<file path="src/rtl/clamped_index_pipe.sv">
// Bounds-safe table lookup: out = arr[min(sel + OFFSET, DEPTH-1)] through a STAGES-deep valid/ready pipe.
// Optional macro CLAMPED_INDEX_OOB_COUNT_EN adds a saturating count of delivered clamped transactions.
module clamped_index_pipe #(
  parameter int unsigned ELEM_W = 32,
  parameter int unsigned DEPTH  = 4,
  parameter int unsigned SEL_W  = 2,
  parameter int unsigned OFFSET = 1,
  parameter int unsigned STAGES = 2
) (
  input  logic                    clk,
  input  logic                    rst,
`ifdef CLAMPED_INDEX_OOB_COUNT_EN
  output logic [15:0]             oob_count,
`endif
  input  logic                    in_valid,
  output logic                    in_ready,
  input  logic [SEL_W-1:0]        sel,
  input  logic [ELEM_W*DEPTH-1:0] arr,
  output logic                    out_valid,
  input  logic                    out_ready,
  output logic [ELEM_W-1:0]       out,
  output logic                    out_clamped
);

  localparam int unsigned OW = $clog2(OFFSET + 1);
  localparam int unsigned IW = ((SEL_W > OW) ? SEL_W : OW) + 1;
  localparam int unsigned CW = (IW > 32) ? IW : 32;
  localparam int unsigned AW = (DEPTH > 1) ? $clog2(DEPTH) : 1;

  logic [IW-1:0]     w_idx;
  logic              w_clamp;
  logic [AW-1:0]     w_sel_idx;
  logic [ELEM_W-1:0] w_elem;
  logic [STAGES-1:0] w_adv;

  logic [STAGES-1:0] r_valid;
  logic [STAGES-1:0] r_clamp;
  logic [ELEM_W-1:0] r_data [STAGES];

  // Compare at >=32 bits so DEPTH-1 is never truncated to the index width.
  always_comb begin
    w_idx     = IW'(sel) + IW'(OFFSET);
    w_clamp   = CW'(w_idx) > CW'(DEPTH - 1);
    w_sel_idx = w_clamp ? AW'(DEPTH - 1) : w_idx[AW-1:0];
    w_elem    = '0;
    for (int unsigned k = 0; k < DEPTH; k++) begin
      if (AW'(k) == w_sel_idx) w_elem = arr[ELEM_W*k +: ELEM_W];
    end
  end

  // A stage may advance when the output drains or any stage from it onward is empty.
  always_comb begin
    logic v_full;
    v_full = 1'b1;
    w_adv  = '0;
    for (int unsigned k = 0; k < STAGES; k++) begin
      v_full                = v_full & r_valid[STAGES-1-k];
      w_adv[STAGES-1-k]     = out_ready | ~v_full;
    end
  end

  always_ff @(posedge clk) begin
    if (rst) begin
      r_valid <= '0;
      r_clamp <= '0;
      for (int unsigned k = 0; k < STAGES; k++) r_data[k] <= '0;
    end else begin
      if (w_adv[0]) begin
        r_valid[0] <= in_valid;
        if (in_valid) begin
          r_data[0]  <= w_elem;
          r_clamp[0] <= w_clamp;
        end
      end
      for (int unsigned k = 1; k < STAGES; k++) begin
        if (w_adv[k]) begin
          r_valid[k] <= r_valid[k-1];
          if (r_valid[k-1]) begin
            r_data[k]  <= r_data[k-1];
            r_clamp[k] <= r_clamp[k-1];
          end
        end
      end
    end
  end

  assign in_ready    = w_adv[0];
  assign out_valid   = r_valid[STAGES-1];
  assign out         = r_data[STAGES-1];
  assign out_clamped = r_clamp[STAGES-1];

`ifdef CLAMPED_INDEX_OOB_COUNT_EN
  logic [15:0] r_oob;

  always_ff @(posedge clk) begin
    if (rst) begin
      r_oob <= '0;
    end else if (out_valid && out_ready && out_clamped && (r_oob != 16'hFFFF)) begin
      r_oob <= r_oob + 16'd1;
    end
  end

  assign oob_count = r_oob;
`endif

endmodule

</file>
<file path="config.mk">
export PLATFORM = sky130hd
export DESIGN_NAME = clamped_index_pipe
export DESIGN_NICKNAME = d
export VERILOG_FILES = /design/src/rtl/clamped_index_pipe.sv
export SDC_FILE = /design/constraint.sdc
export NUM_CORES = 1
export LEC_CHECK = 0
export ABC_AREA = 1
export BUFFER_PORTS_ARGS = -buffer_cell sky130_fd_sc_hd__buf_4
export CORE_MARGIN = 2
export CORE_UTILIZATION = 43
export CTS_CLUSTER_SIZE = 20
export DETAILED_ROUTE_END_ITERATION = 8
export HOLD_SLACK_MARGIN = 0.15
export PLACE_DENSITY = 0.77
export SYNTH_ARGS = -nofsm -noshare
export SYNTH_HDL_FRONTEND = slang
export SYNTH_SLANG_ARGS = --single-unit
</file>
<file path="constraint.sdc">
create_clock -name clk -period 1.54 [get_ports clk]
set_clock_uncertainty 0.1 [all_clocks]
set_input_delay 0.154 -clock clk [delete_from_list [all_inputs] [get_ports clk]]
set_output_delay 0.154 -clock clk [all_outputs]
set_load 0.05 [all_outputs]
</file>
* Word-level counts from Yosys, hierarchy flattened
Memories as Yosys holds them, arrays and structs flattened.
Cells that the tools add are included.
** Word-level totals
- Flip-flop bits (word level) :: 4
- Memory bits (writable) :: 64
- Input port bits :: 134
- Logic and storage cells :: 37
- Memories :: 1
** Cells by class
- Add/sub/neg operators :: 1
- Magnitude comparators :: 1
- Eq/ne operators :: 3
- Multiplexer cells :: 17
- Bitwise gates (word level) :: 7
- Reduce and logical (&&, ||, !) cells :: 3
** Memories
- r_data :: words 2, width 32, rd ports 2, clocked after Yosys merged registers in 0, wr ports 2, RTL line 38 : logic [ELEM_W-1:0] r_data [STAGES];
** Operators by type and width (number)
- $mux W32 :: 6
- $mux W1 :: 10
- $eq A2 B2 Y1 const A :: 2
- $or A1 B1 Y1 :: 4
- $reduce_and A2 Y1 :: 2
- $add A2 B1 Y3 const B :: 1
- $gt A3 B2 Y1 const B :: 1
- $eq A1 B2 Y1 const A :: 1
- $logic_not A2 Y1 :: 1
- $mux W2 :: 1
- $not A1 Y1 :: 2
- $and A1 B1 Y1 :: 1

* Depth between registers and ports, before layout
- Depth after elaboration :: 9
- Gate-level depth with buffers :: 7

* Least setup slack after synthesis
Ideal clock, no wire load.
- Kind :: reg-to-reg
- Start point :: register r_valid[1]
- End point :: memory r_data[0][0] (enable)
- Library setup time :: 478 ps
- Arrival time :: 1799 ps
- Required time :: 962 ps
- Setup slack :: -837 ps
- Cell stages (with the launch flop) :: 4
- Path buffers :: 0
- Clock period less this slack :: 2377 ps
- Path through :: dfxtp_1 > nand3_2 > nand2_4 > nand2_1
** RTL lines
- from (decl) :: RTL line 36 : logic [STAGES-1:0] r_valid;
- from (signal, indexed assignment) :: RTL line 77 : r_valid[k] <= r_valid[k-1];
- to (decl) :: RTL line 38

* Final worst setup path
- Start point :: input in_valid
- End point :: register r_clamp[0]
** Between the ends
- Word-level cells in the longest chain between the ends :: 1
** RTL lines
- from (decl) :: RTL line 15 : input logic in_valid,
- $reduce_and A2 Y1 (no line)
- to (signal assigned) :: RTL line 72 : r_clamp[0] <= w_clamp;
- to (signal, indexed assignment) :: RTL line 80 : r_clamp[k] <= r_clamp[k-1];
- to (decl) :: RTL line 37 : logic [STAGES-1:0] r_clamp;
Every way passes these cells.
A chain may end at the register's enable or synchronous reset.

==> results.py <==
metrics = {
    "outcome": {
        "status": "completed",
    },
    "die": {
        "core-area_um2": 8590,
        "io_pins": 169,
        "die_h_um": 97.4,
        "die_area_um2": 9490,
        "die_w_um": 97.4,
        "start_util": 0.437,
        "num_rows": 34,
    },
    "timing": {
        "setup_viol": 0,
        "fin_setup_tns_ns": 0,
        "maxSlewViolCount": 0,
        "fin_crit_sh": 0.951,
        "rsz0062_at_grt": "false",
        "tightest_slew_ns": 0.438,
        "max_freq_mhz": 683,
        "fin_crit_ns": 1.46,
        "max-slew-margin-rel": 0.708,
        "hold_violations": 0,
    },
    "cts": {
        "numCtsBuffers": 9,
        "cts_root_buf": "clkbuf_8",
        "h-tree-depth": 3,
        "clk_pin_slew_ns": 0.07,
        "cts_setup_buffers": 0,
        "cts_sinks": 68,
        "tritoncts": "built",
        "cts_buffer_depth": 2,
        "clock_latency_ns": 0.34,
    },
    "setup_path": {
        "crit_top_cell": "dlygate4sd3_1",
        "crit_fanout": 5,
        "rrSetupSlack_ns": 0.09,
        "slowest_stage": "dlygate4sd3_1",
        "crit_arrival_ns": 1.65,
        "path_delay_family": "buffers and inverters",
        "cp_data_required_time_ns": 1.72,
        "critPathMaxStageDelay_ns": 0.55,
        "critPathLaunchType": "input pin",
        "worst_setup_path_end_kind": "flip-flop",
        "crit_path_cell_trace": "dlygate4sd3_1 -> buf_4 -> nand2_4 -> nand3_1 -> o21ai_0 -> dlygate4sd3_1",
        "critPathKind": "input pin to flip-flop",
        "path_buf_inv": 3,
        "startpoint": "in_valid",
        "regToRegStartpoint": "r_valid[1]$_SDFFE_PP0N_",
    },
    "route": {
        "drc": 0,
        "routed_wirelength_um": 9330,
        "drt-pass1-iter-count": 5,
        "vias_per_cell": 4.53,
        "wire_per_inst_um": 13.1,
        "drt_iter0_drc": 153,
        "vias": 3219,
        "antenna_left": 0,
    },
    "global_route": {
        "grt_util_all_layers": 0.206,
        "antenna_found_initial": 0,
        "grt_max_degree": 33,
        "grt_pass1_wl_um": 15400,
        "grt_pass1_vias": 3404,
        "grt-ovfl-total": 0,
    },
    "worst_hold_path": {
        "hp-start": "arr[66]",
        "hp-class": "input pin to flip-flop",
    },
    "synth": {
        "synth_nets": 563,
        "syn_avg_cell_area_um2": 8.75,
        "ys_seq_elements": 68,
        "synth_cell_types": 20,
        "synth_warnings": 0,
        "syn_inst": 429,
        "syn_area_um2": 3750,
        "ys_seq_area_frac": 0.534,
    },
    "pwr": {
        "power_density_nw_per_um2": 844,
        "peakVddDrop_uv": 431,
        "total_power_uw": 4570,
        "p_leak_uw": 0.00263,
    },
    "layout": {
        "area_growth_pct": 44.2,
        "diodes": 0,
        "nFillCells": 682,
        "layout_commonest_cell": "buf_4",
        "drive_gt1_frac": 0.321,
        "fin_nets": 731,
        "layout_common_cells": "buf_4, nor2_1, inv_1, nand2_1, edfxtp_1",
    },
    "placement": {
        "place.gp.congestion": 0.862,
        "dp_hpwl_um": 5760,
        "io_buffers": 136,
    },
    "flow_run": {
        "drv_cap": 0,
    },
}
## synth_stat cells
master,count,share of area
a21oi_1,3,0.0040
buf_2,8,0.011
buf_12,2,0.011
nand3_1,35,0.047
inv_4,1,0.0017
buf_4,35,0.070
buf_8,4,0.016
o21ai_0,1,0.0013
inv_2,1,0.0010
nand2_4,3,0.0090
inv_1,66,0.066
nand2_8,1,0.0053
nor2_2,22,0.037
nand2_2,1,0.0017
edfxtp_1,64,0.51
nand3_2,1,0.0027
buf_6,3,0.0090
dfxtp_1,4,0.021
nand2_1,68,0.068
nor2_1,106,0.11
## layer usage
| layer | part of all wire | GRT usage |
|---|---|---|
| met3 | 0.048 | 0.0446 |
| met1 | 0.37 | 0.209 |
| met2 | 0.54 | 0.374 |
| met4 | 0.048 | 0.137 |
| met5 | 0 | 0 |
## registers in the layout, summed over array words and instances, names as in the netlist
signal   count
r_clamp      2
r_data      64
r_valid      2
## worst register-to-register path: stages, from the launching register on
cell and delay, ns:
dfxtp_4 0.37, nand2_1 0.10, nand2_2 0.15, a21oi_1 0.08
dlygate4sd3_1 0.55
## what timing repair did
item	CTS	global route
resized for setup	0	1
hold buffers	63	0
setup endpoints to repair	0	1
endpoints found under the hold margin	31	0
## area by class of cell
type                       instances  area (µm²)  area share
tap                              108         135      0.0250
clock buffer                      11         131      0.0243
timing repair buffer             209        1780       0.328
sequential                        68        2010       0.371
clock inverter                     5        28.8     0.00532
inverter                          68         258      0.0476
multi-input combinational        241        1070       0.198
## where the power goes
part           leakage [µW]  total (µW)  internal (µW)  switching, µW
clock             0.0000768        1230            574            654
sequential         0.000725        2220           2180           39.3
combinational       0.00183        1120            488            631
## path summary, 6_finish.rpt
kind	cells past startpoint	end
setup / recovery	6	r_clamp[0]$_SDFFE_PP0P_
hold / removal	5	r_data[0][2]$_SDFFCE_PN0P_
setup reg to reg	4	r_valid[1]$_SDFFE_PP0N_
hold reg to reg	2	r_clamp[1]$_SDFFE_PP0P_
## kinds of logic after synthesis
kind of cell | synth area share
simple gates | 0.276
flops | 0.534
compound gates | 0.00533
buf+inv | 0.185
## per-stage QoR
step / util / instances / hold WS (ns) / setup WS [ns] / cell area (µm²)
4_1_cts: 0.629 / 710 / 0.150 / 0.0447 / 5410
3_5_place_dp: 0.537 / 631 / 0.238 / 0.0939 / 4620
6_report: 0.630 / 710 / 0.162 / 0.0762 / 5410
3_3_place_gp: 0.537 / 631 / 0.230 / 0.103 / 4620
2_1_floorplan: - / 429 / 0.113 / 0.0183 / 3770
5_1_grt: 0.630 / 710 / 0.152 / 0.00673 / 5410
(Power assumes the default switching activity.)
